===== src/rtl/branch_tag_ctrl.sv =====
// ---------------------------------------------------------------------------
// branch_tag_ctrl
//
// Sequences the Decode->Execute branch-calculation path of the RV32I pipeline.
// Every branch/jump in Decode is given a branch_number tag from a small ring.
// Tags retire in order as Execute resolves them. When all tags are in flight,
// Decode is stalled. A mispredict squashes all younger tags, holds
// fail_predict for FLUSH_CYCLES cycles and emits a one-cycle fetch redirect.
//
// Ports
//   CLK              in   1        clock, rising edge
//   RST              in   1        asynchronous reset, active-high
//   dec_valid        in   1        Decode holds a valid instruction
//   dec_is_branch    in   1        Decode instruction is a branch/jump
//   load_use_hazard  in   1        load-use hazard from the hazard unit
//   res_valid        in   1        Execute resolves a branch this cycle
//   res_tag          in   TAG_W    tag being resolved (branch_numberE)
//   res_mispredict   in   1        resolved branch was mispredicted
//   res_target       in   PC_W     correct next PC of the resolved branch
//   branch_numberD   out  TAG_W    tag for the Decode branch (head pointer)
//   stall            out  1        hold F/D, bubble D/E (combinational)
//   fail_predict     out  1        squash D/E and younger (combinational)
//   redirect_valid   out  1        one-cycle fetch redirect pulse
//   redirect_pc      out  PC_W     redirect target, held between pulses
//   inflight         out  TAG_W+1  number of tags currently allocated
//   err_order        out  1        sticky out-of-order/unallocated resolve
// ---------------------------------------------------------------------------
module branch_tag_ctrl #(
   parameter int unsigned NTAG         = 4,
   parameter int unsigned TAG_W        = 2,
   parameter int unsigned PC_W         = 13,
   parameter int unsigned FLUSH_CYCLES = 2
) (
   input  logic             CLK,
   input  logic             RST,
   input  logic             dec_valid,
   input  logic             dec_is_branch,
   input  logic             load_use_hazard,
   input  logic             res_valid,
   input  logic [TAG_W-1:0] res_tag,
   input  logic             res_mispredict,
   input  logic [PC_W-1:0]  res_target,
   output logic [TAG_W-1:0] branch_numberD,
   output logic             stall,
   output logic             fail_predict,
   output logic             redirect_valid,
   output logic [PC_W-1:0]  redirect_pc,
   output logic [TAG_W:0]   inflight,
   output logic             err_order
);

   // Flush counter only needs to hold FLUSH_CYCLES-1.
   localparam int unsigned CTR_W = (FLUSH_CYCLES > 1) ? $clog2(FLUSH_CYCLES) : 1;

   localparam logic [CTR_W-1:0] CTR_INIT   = CTR_W'(FLUSH_CYCLES - 1);
   localparam logic [CTR_W-1:0] CTR_ONE    = CTR_W'(1);
   localparam logic [TAG_W:0]   COUNT_FULL = (TAG_W + 1)'(NTAG);
   localparam logic [TAG_W:0]   COUNT_ONE  = (TAG_W + 1)'(1);
   localparam logic [TAG_W-1:0] TAG_ONE    = TAG_W'(1);

   typedef enum logic [0:0] {
      RUN   = 1'b0,
      FLUSH = 1'b1
   } state_t;

   state_t           state;
   logic [CTR_W-1:0] flush_ctr;
   logic [TAG_W-1:0] head;
   logic [TAG_W-1:0] tail;
   logic [TAG_W:0]   count;

   logic             in_run;
   logic             mp_evt;
   logic             ok_evt;
   logic             tag_ok;
   logic             full;
   logic             alloc;
   logic             retire;

   // ------------------------------------------------------------------
   // Combinational control
   // ------------------------------------------------------------------
   always_comb begin
      in_run = (state == RUN);

      // Resolves are only honoured in RUN; during FLUSH they belong to the
      // squashed path and are ignored.
      mp_evt = in_run & res_valid & res_mispredict;
      ok_evt = in_run & res_valid & ~res_mispredict;

      // A resolve is legal only for the oldest allocated tag.
      tag_ok = (res_tag == tail) && (count != '0);

      // Full is taken from the registered count only, so a resolve in the
      // same cycle does not unblock a waiting allocation.
      full = (count == COUNT_FULL);

      fail_predict = mp_evt | (state == FLUSH);

      // A flush overrides every stall source: the Decode instruction is
      // being squashed anyway.
      stall = ~fail_predict &
              (load_use_hazard | (dec_valid & dec_is_branch & full));

      alloc  = dec_valid & dec_is_branch & ~stall & ~fail_predict;
      retire = ok_evt & tag_ok;

      branch_numberD = head;
      inflight       = count;
   end

   // ------------------------------------------------------------------
   // Tag ring, flush FSM and registered outputs
   // ------------------------------------------------------------------
   always_ff @(posedge CLK or posedge RST) begin
      if (RST) begin
         state          <= RUN;
         flush_ctr      <= '0;
         head           <= '0;
         tail           <= '0;
         count          <= '0;
         redirect_valid <= 1'b0;
         redirect_pc    <= '0;
         err_order      <= 1'b0;
      end else begin
         redirect_valid <= mp_evt;

         unique case (state)
            RUN: begin
               if (mp_evt) begin
                  // Squash every tag younger than the mispredicted one; the
                  // ring restarts empty just past it.
                  if (!tag_ok) begin
                     err_order <= 1'b1;
                  end
                  head        <= res_tag + TAG_ONE;
                  tail        <= res_tag + TAG_ONE;
                  count       <= '0;
                  redirect_pc <= res_target;
                  if (FLUSH_CYCLES > 1) begin
                     state     <= FLUSH;
                     flush_ctr <= CTR_INIT;
                  end
               end else begin
                  if (ok_evt && !tag_ok) begin
                     err_order <= 1'b1;
                  end
                  if (alloc) begin
                     head <= head + TAG_ONE;
                  end
                  if (retire) begin
                     tail <= tail + TAG_ONE;
                  end
                  // Simultaneous alloc and retire leave the count unchanged.
                  if (alloc && !retire) begin
                     count <= count + COUNT_ONE;
                  end else if (!alloc && retire) begin
                     count <= count - COUNT_ONE;
                  end
               end
            end

            FLUSH: begin
               // The mispredict cycle itself is the first fail_predict
               // cycle, so FLUSH lasts FLUSH_CYCLES-1 cycles.
               if (flush_ctr <= CTR_ONE) begin
                  state     <= RUN;
                  flush_ctr <= '0;
               end else begin
                  flush_ctr <= flush_ctr - CTR_ONE;
               end
            end

            default: begin
               state     <= RUN;
               flush_ctr <= '0;
            end
         endcase
      end
   end

endmodule


===== config.mk =====
export PLATFORM = sky130hd
export DESIGN_NAME = branch_tag_ctrl
export DESIGN_NICKNAME = d
export VERILOG_FILES = /design/src/rtl/branch_tag_ctrl.sv
export SDC_FILE = /design/constraint.sdc
export NUM_CORES = 1
export LEC_CHECK = 0
export CAP_MARGIN = 20
export CELL_PAD_IN_SITES_DETAIL_PLACEMENT = 1
export CELL_PAD_IN_SITES_GLOBAL_PLACEMENT = 1
export CORE_MARGIN = 1
export CORE_UTILIZATION = 34
export DETAILED_ROUTE_END_ITERATION = 10
export PLACE_DENSITY = 0.85
export SYNTH_ARGS = -nofsm -noshare
export SYNTH_HDL_FRONTEND = slang
export SYNTH_SLANG_ARGS = --single-unit

===== constraint.sdc =====
create_clock -name CLK -period 6.6 [get_ports CLK]
set_input_delay 0.99 -clock CLK [delete_from_list [all_inputs] [get_ports CLK]]
set_output_delay 0.99 -clock CLK [all_outputs]
set_load 0.02 [all_outputs]

* Word level (Yosys, flattened, before mapping) *
Cells that the tools add are included.

storage, ports and cells
  flip-flop bits (word level) = 24
  output and inout port bits = 22
  word-level logic and storage cells = 67

cells by class
  $add $sub $neg = 6
  order comparisons = 1
  equality and inequality tests = 4
  multiplexer cells = 16
  bitwise logic cells = 15
  reduce and logical (&&, ||, !) cells = 17

operators by type and width
  cell                   count
  $and A1 B1 Y1          9
  $mux W3                3
  $mux W2                4
  $reduce_and A2 Y1      4
  $mux W1                7
  $add A2 B1 Y2 const B  3
  $reduce_bool A2 Y1     3
  $reduce_bool A3 Y1     2
  $logic_and A1 B1 Y1    4
  $not A1 Y1             4
  $pmux W1 S2            2
  $add A3 B1 Y3 const B  1
  $eq A3 B3 Y1 const B   1
  $logic_not A1 Y1       3
  $reduce_and A3 Y1      1
  $sub A3 B1 Y3 const B  1
  $eq A2 B2 Y1           1
  $ne A2 B1 Y1 const B   1
  $ne A2 B2 Y1 const B   1
  $or A1 B1 Y1           2
  $le A1 B1 Y1 const B   1
  $sub A1 B1 Y1 const B  1

* Logic depth before layout (Yosys ltp) *
  word-level depth = 14
  depth in mapped cells = 9

* Worst setup path after synthesis *
Ideal clock, no wire load.

  path type = input -> register
  start = input res_mispredict
  end = register count[2] (netlist: inflight[2])
  library setup time = 130 ps
  arrival = 2941 ps
  required time = 6470 ps
  setup slack = 3528 ps
  stages on the path = 8
  cell sequence = or3b_4 > nor4_4 > and2b_2 > fa_1 > nand4b_1 > mux2i_1 > a2111oi_1 > nand2_1

between the ends
  word-level cells in the longest chain between the ends = 11
  elaborated cells on any way between the ends = 18
  classes of those cells = mux: 2; bitwise: 10; reduce/logical: 6

ends and longest elaborated chain
  what                          line      text
  start: declaration            41        input logic res_mispredict,
  $and A1 B1 Y1                 88        mp_evt = in_run & res_valid & res_mispredict;
  $or A1 B1 Y1                  98        fail_predict = mp_evt | (state == FLUSH);
  $not A1 Y1                    102, 105
  $and A1 B1 Y1                 102       stall = ~fail_predict &
  $not A1 Y1                    105       alloc = dec_valid & dec_is_branch & ~stall & ~fail_predict;
  $and A1 B1 Y1 (2 in series)   105
  $logic_not A1 Y1              157       end else if (!alloc && retire) begin
  $logic_and A1 B1 Y1           157
  $reduce_bool A3 Y1 (no line)  -
  $reduce_and A2 Y1 (no line)   -
  end signal: assignment        156       count <= count + COUNT_ONE;
  end signal: assignment        158       count <= count - COUNT_ONE;
  end: declaration              70        logic [TAG_W:0] count;

Parallel ways exist; a longest one is shown, timed or not.
A chain may end at the register's enable or synchronous reset.

* Worst setup path after layout *
  start = input res_valid
  end = register count[2] (netlist: inflight[2])

between the ends
  word-level cells in the longest chain between the ends = 12
  elaborated cells on any way between the ends = 18
  classes of those cells = mux: 2; bitwise: 10; reduce/logical: 6

ends and longest elaborated chain
  what                          line      text
  start: declaration            39        input logic res_valid,
  $and A1 B1 Y1 (*)             88, 89
  $and A1 B1 Y1                 88
  $or A1 B1 Y1                  98
  $not A1 Y1                    102, 105
  $and A1 B1 Y1                 102
  $not A1 Y1                    105
  $and A1 B1 Y1 (2 in series)   105
  $logic_not A1 Y1              157
  $logic_and A1 B1 Y1           157
  $reduce_bool A3 Y1 (no line)  -
  $reduce_and A2 Y1 (no line)   -

Mark *: on every way between the ends. The rest lies on a longest branch, timed or not.

==> impl_results.md <==
- Final setup violation count: 0
- Global route overflow: 0
- Final clock skew: 0.00476 ns
- Gpl congestion: 0.759
- Bufs and invs on worst path: 1
- CTS H-tree depth: 1
- Leakage power: 0.752 nW
- Cell with the largest stage delay on the worst path: clkdlybuf4s50_1
- Area Growth Syn to Fin: 43.8%
- Worst-margin pin slew: 0.868 ns
- DRT iter0 DRCs: 6
- Max-slew violations: 0
- Pin count of the biggest net entering global routing: 25
- Post-synthesis cell type count: 27
- CP peak stage delay: 0.54 ns
- Via density: 4.92
- Hold Slack: 0.493 ns
- Final min period: 3.56 ns
- Core footprint: 0.00313 mm²
- Switching Share: 0.389
- Maximum VDD drop: 0.117 mV
- Cell Area, Synth: 0.00114 mm²
- Die W: 60.0 µm
- Max Cap Viol: 0
- Crit end category: register
- Worst setup path start: res_valid
- Fmax achieved: 0.281 GHz
- Row count: 20
- CTS tree: done
- Vias: 1043
- CTS Hold Bufs: 0
- Worst r2r path cells: 8
- Vias in the first global route: 1078
- Worst Path Arrival: 3.76 ns
- Critical path depth in cells: 9
- RSZ-0062 raised after global routing: false
- Type of the most critical hold path: register to register
- Req. time, crit path: 6.79 ns
- Post-Place Worst Slack: 2.74 ns
- Clock buffer count from CTS: 3
- Largest cells by area after synthesis: dfrtp_1 (50%), nand2_1 (15%), xor2_1 (3.8%)
- Psw: 0.000185 W
- Syn Inst Count: 124
- Int Power: 0.000292 W
- Post-synth top area share: 0.503
- Dpl hpwl: 2250 µm
- First-pass GRT wire length: 4730 µm
- Hold path cells: 2
- Startpoint Class: input pin
- Total Routing Usage GR: 0.175
- Post-route setup slack: 3.04 ns
- Final hold viol count: 0
- Area of the multi-input gates: 534 µm²
- I/O pin cnt: 44
- Post-layout util: 0.526
- Setup bufs post-CTS: 0
- Synthesis warning total: 0
- ANT nets after route: 0
- Antenna violations before repair: 0
- Critical path, cell by cell: clkdlybuf4s50_1 -> or3b_4 -> nor4_4 -> and2b_2 -> fa_1 -> nand4b_1 -> mux2i_1 -> a2111oi_1 -> nand2_1
- Crit path to: inflight[2]
- Routed WL: 2910 µm
- Die height: 60.0 µm
- Clock sink count: 23
- Drt pass-1 iters: 4
- Slew margin rel.: 0.420
- Comb pwr share: 0.445
- Clk_lat worst skew: 0.30 ns
- Register Area: 576 µm²
- Clock-pin slew on the worst setup and hold paths: 0.13 ns
- Initial Util: 0.366
- FILL cells: 375
- Seq pwr share: 0.417
- Die area: 0.00360 mm²
- Post-cts repair resize count: 0
- Root Driver: clkbuf_4
- Reg-to-Reg Start: state
- Final antenna diode count: 0
- DRC: 0
- Crit Path Max Fanout: 6
- CP top delay family: simple AND/OR/NAND/NOR gates
- Kind of critical path: input pin to register
- Period utilization: 0.540
- Share of layout cells above drive strength 1: 0.0655
- Post-synthesis net count: 147
- Register area share after synthesis: 0.503
- Nets: 192
- Reg2reg setup slack: 3.75 ns
- R2R Path End: inflight[2]
- Synth area leader: dfrtp_1
- WL/cell: 13.7 µm
- Clk pwr share: 0.138
- Outcome: finished, final reports clean
- Setup TNS: 0 ns
- Pwr/cell area: 290 mW/mm²
- Avg Cell Area, Syn: 9.22 µm²
- Buffers on Ports: 43
- Yosys reg bits: 23
- Max Root-Sink Buffers: 2
[final cells by class]
class,count,share of cell area
flip-flops and latches,23,0.350
inverters,6,0.0137
repair buffers,43,0.262
well taps,44,0.0335
multi-input cells,92,0.325
clock buffers,4,0.0160
[how the worst min path moves through the flow]
| stage | from | endpoint | slack (ns) |
|---|---|---|---|
| 4_1_cts | redirect_pc[9] | redirect_pc[9] | 0.50 |
| 2_1_floorplan | tail[0] | tail[0] | 0.53 |
| 6_report | redirect_pc[9] | redirect_pc[9] | 0.49 |
| 3_5_place_dp | redirect_pc[9] | redirect_pc[9] | 0.47 |
| 5_1_grt | redirect_pc[9] | redirect_pc[9] | 0.52 |
| 3_3_place_gp | redirect_pc[10] | redirect_pc[10] | 0.46 |
[per-stage QoR]
step	total power (W)	instances	instance area (µm²)
2_1_floorplan	0.000321	124	1140
3_3_place_gp	0.000403	208	1620
5_1_grt	0.000510	212	1640
3_5_place_dp	0.000415	208	1620
6_report	0.000477	212	1640
4_1_cts	0.000482	212	1640
[sequential cells by signal, summed over array words and instances, names as in the netlist]
name / flops
redirect_pc: 13
inflight: 3
branch_numberD: 2
tail: 2
err_order: 1
redirect_valid: 1
state: 1
[power groups by stage]
stage	Combinational, W	Sequential, W	Clock [W]
floorplan	0.0000935	0.000227	0
global placement	0.000204	0.000198	0
detailed placement	0.000214	0.000202	0
CTS	0.000215	0.000199	0.0000681
global route	0.000233	0.000203	0.0000741
finish	0.000212	0.000199	0.0000658
[worst min-delay path: stages (launching register included)]
cell	delay, ns
dfrtp_1	0.37
nand2_1	0.05
nand2_1	0.05
[Yosys cell counts]
| master | instances |
|---|---|
| nand2_1 | 46 |
| dfrtp_1 | 23 |
| inv_1 | 6 |
| nor2_1 | 6 |
| xor2_1 | 5 |
| nor3_1 | 4 |
| o21ai_0 | 4 |
| clkbuf_1 | 3 |
| mux2i_1 | 3 |
| a22oi_1 | 2 |
| and2b_2 | 2 |
| nand3_1 | 2 |
| nand4b_1 | 2 |
| nor3b_1 | 2 |
| nor4_4 | 2 |
| a2111oi_1 | 1 |
| a21o_2 | 1 |
| a21oi_1 | 1 |
| a31oi_1 | 1 |
| and2_2 | 1 |
| fa_1 | 1 |
| nand3b_1 | 1 |
| o21bai_1 | 1 |
| o22ai_1 | 1 |
| or2b_2 | 1 |
| or3b_4 | 1 |
| xnor2_1 | 1 |
[cells by family (layout without fill, tap and decap cells)]
group           count (synthesis)  count (layout)  share of synthesized area
simple gates                   70              70                      0.309
flops                          23              23                      0.503
compound gates                 12              12                     0.0689
buf+inv                         9              53                     0.0295
xor+xnor                        6               6                     0.0460
mux                             3               3                     0.0263
fa+ha+maj                       1               1                     0.0175
[layout by cell type (no fill, tap or decap), types with 2 or more instances in the layout]
master	n
a22oi_1	2
and2b_2	2
clkbuf_4	3
clkdlybuf4s50_1	43
dfrtp_1	23
inv_1	6
mux2i_1	3
nand2_1	46
nand3_1	2
nand4b_1	2
nor2_1	6
nor3_1	4
nor3b_1	2
nor4_4	2
o21ai_0	4
xor2_1	5
[layer usage]
metal,up-vias,share of wire,track usage
met1,515,0.42,0.202
met2,34,0.52,0.322
li1,490,-,-
met3,4,0.059,0.0476
met4,0,0.0086,0.0332
met5,-,0,0
(Power assumes the default switching activity.)
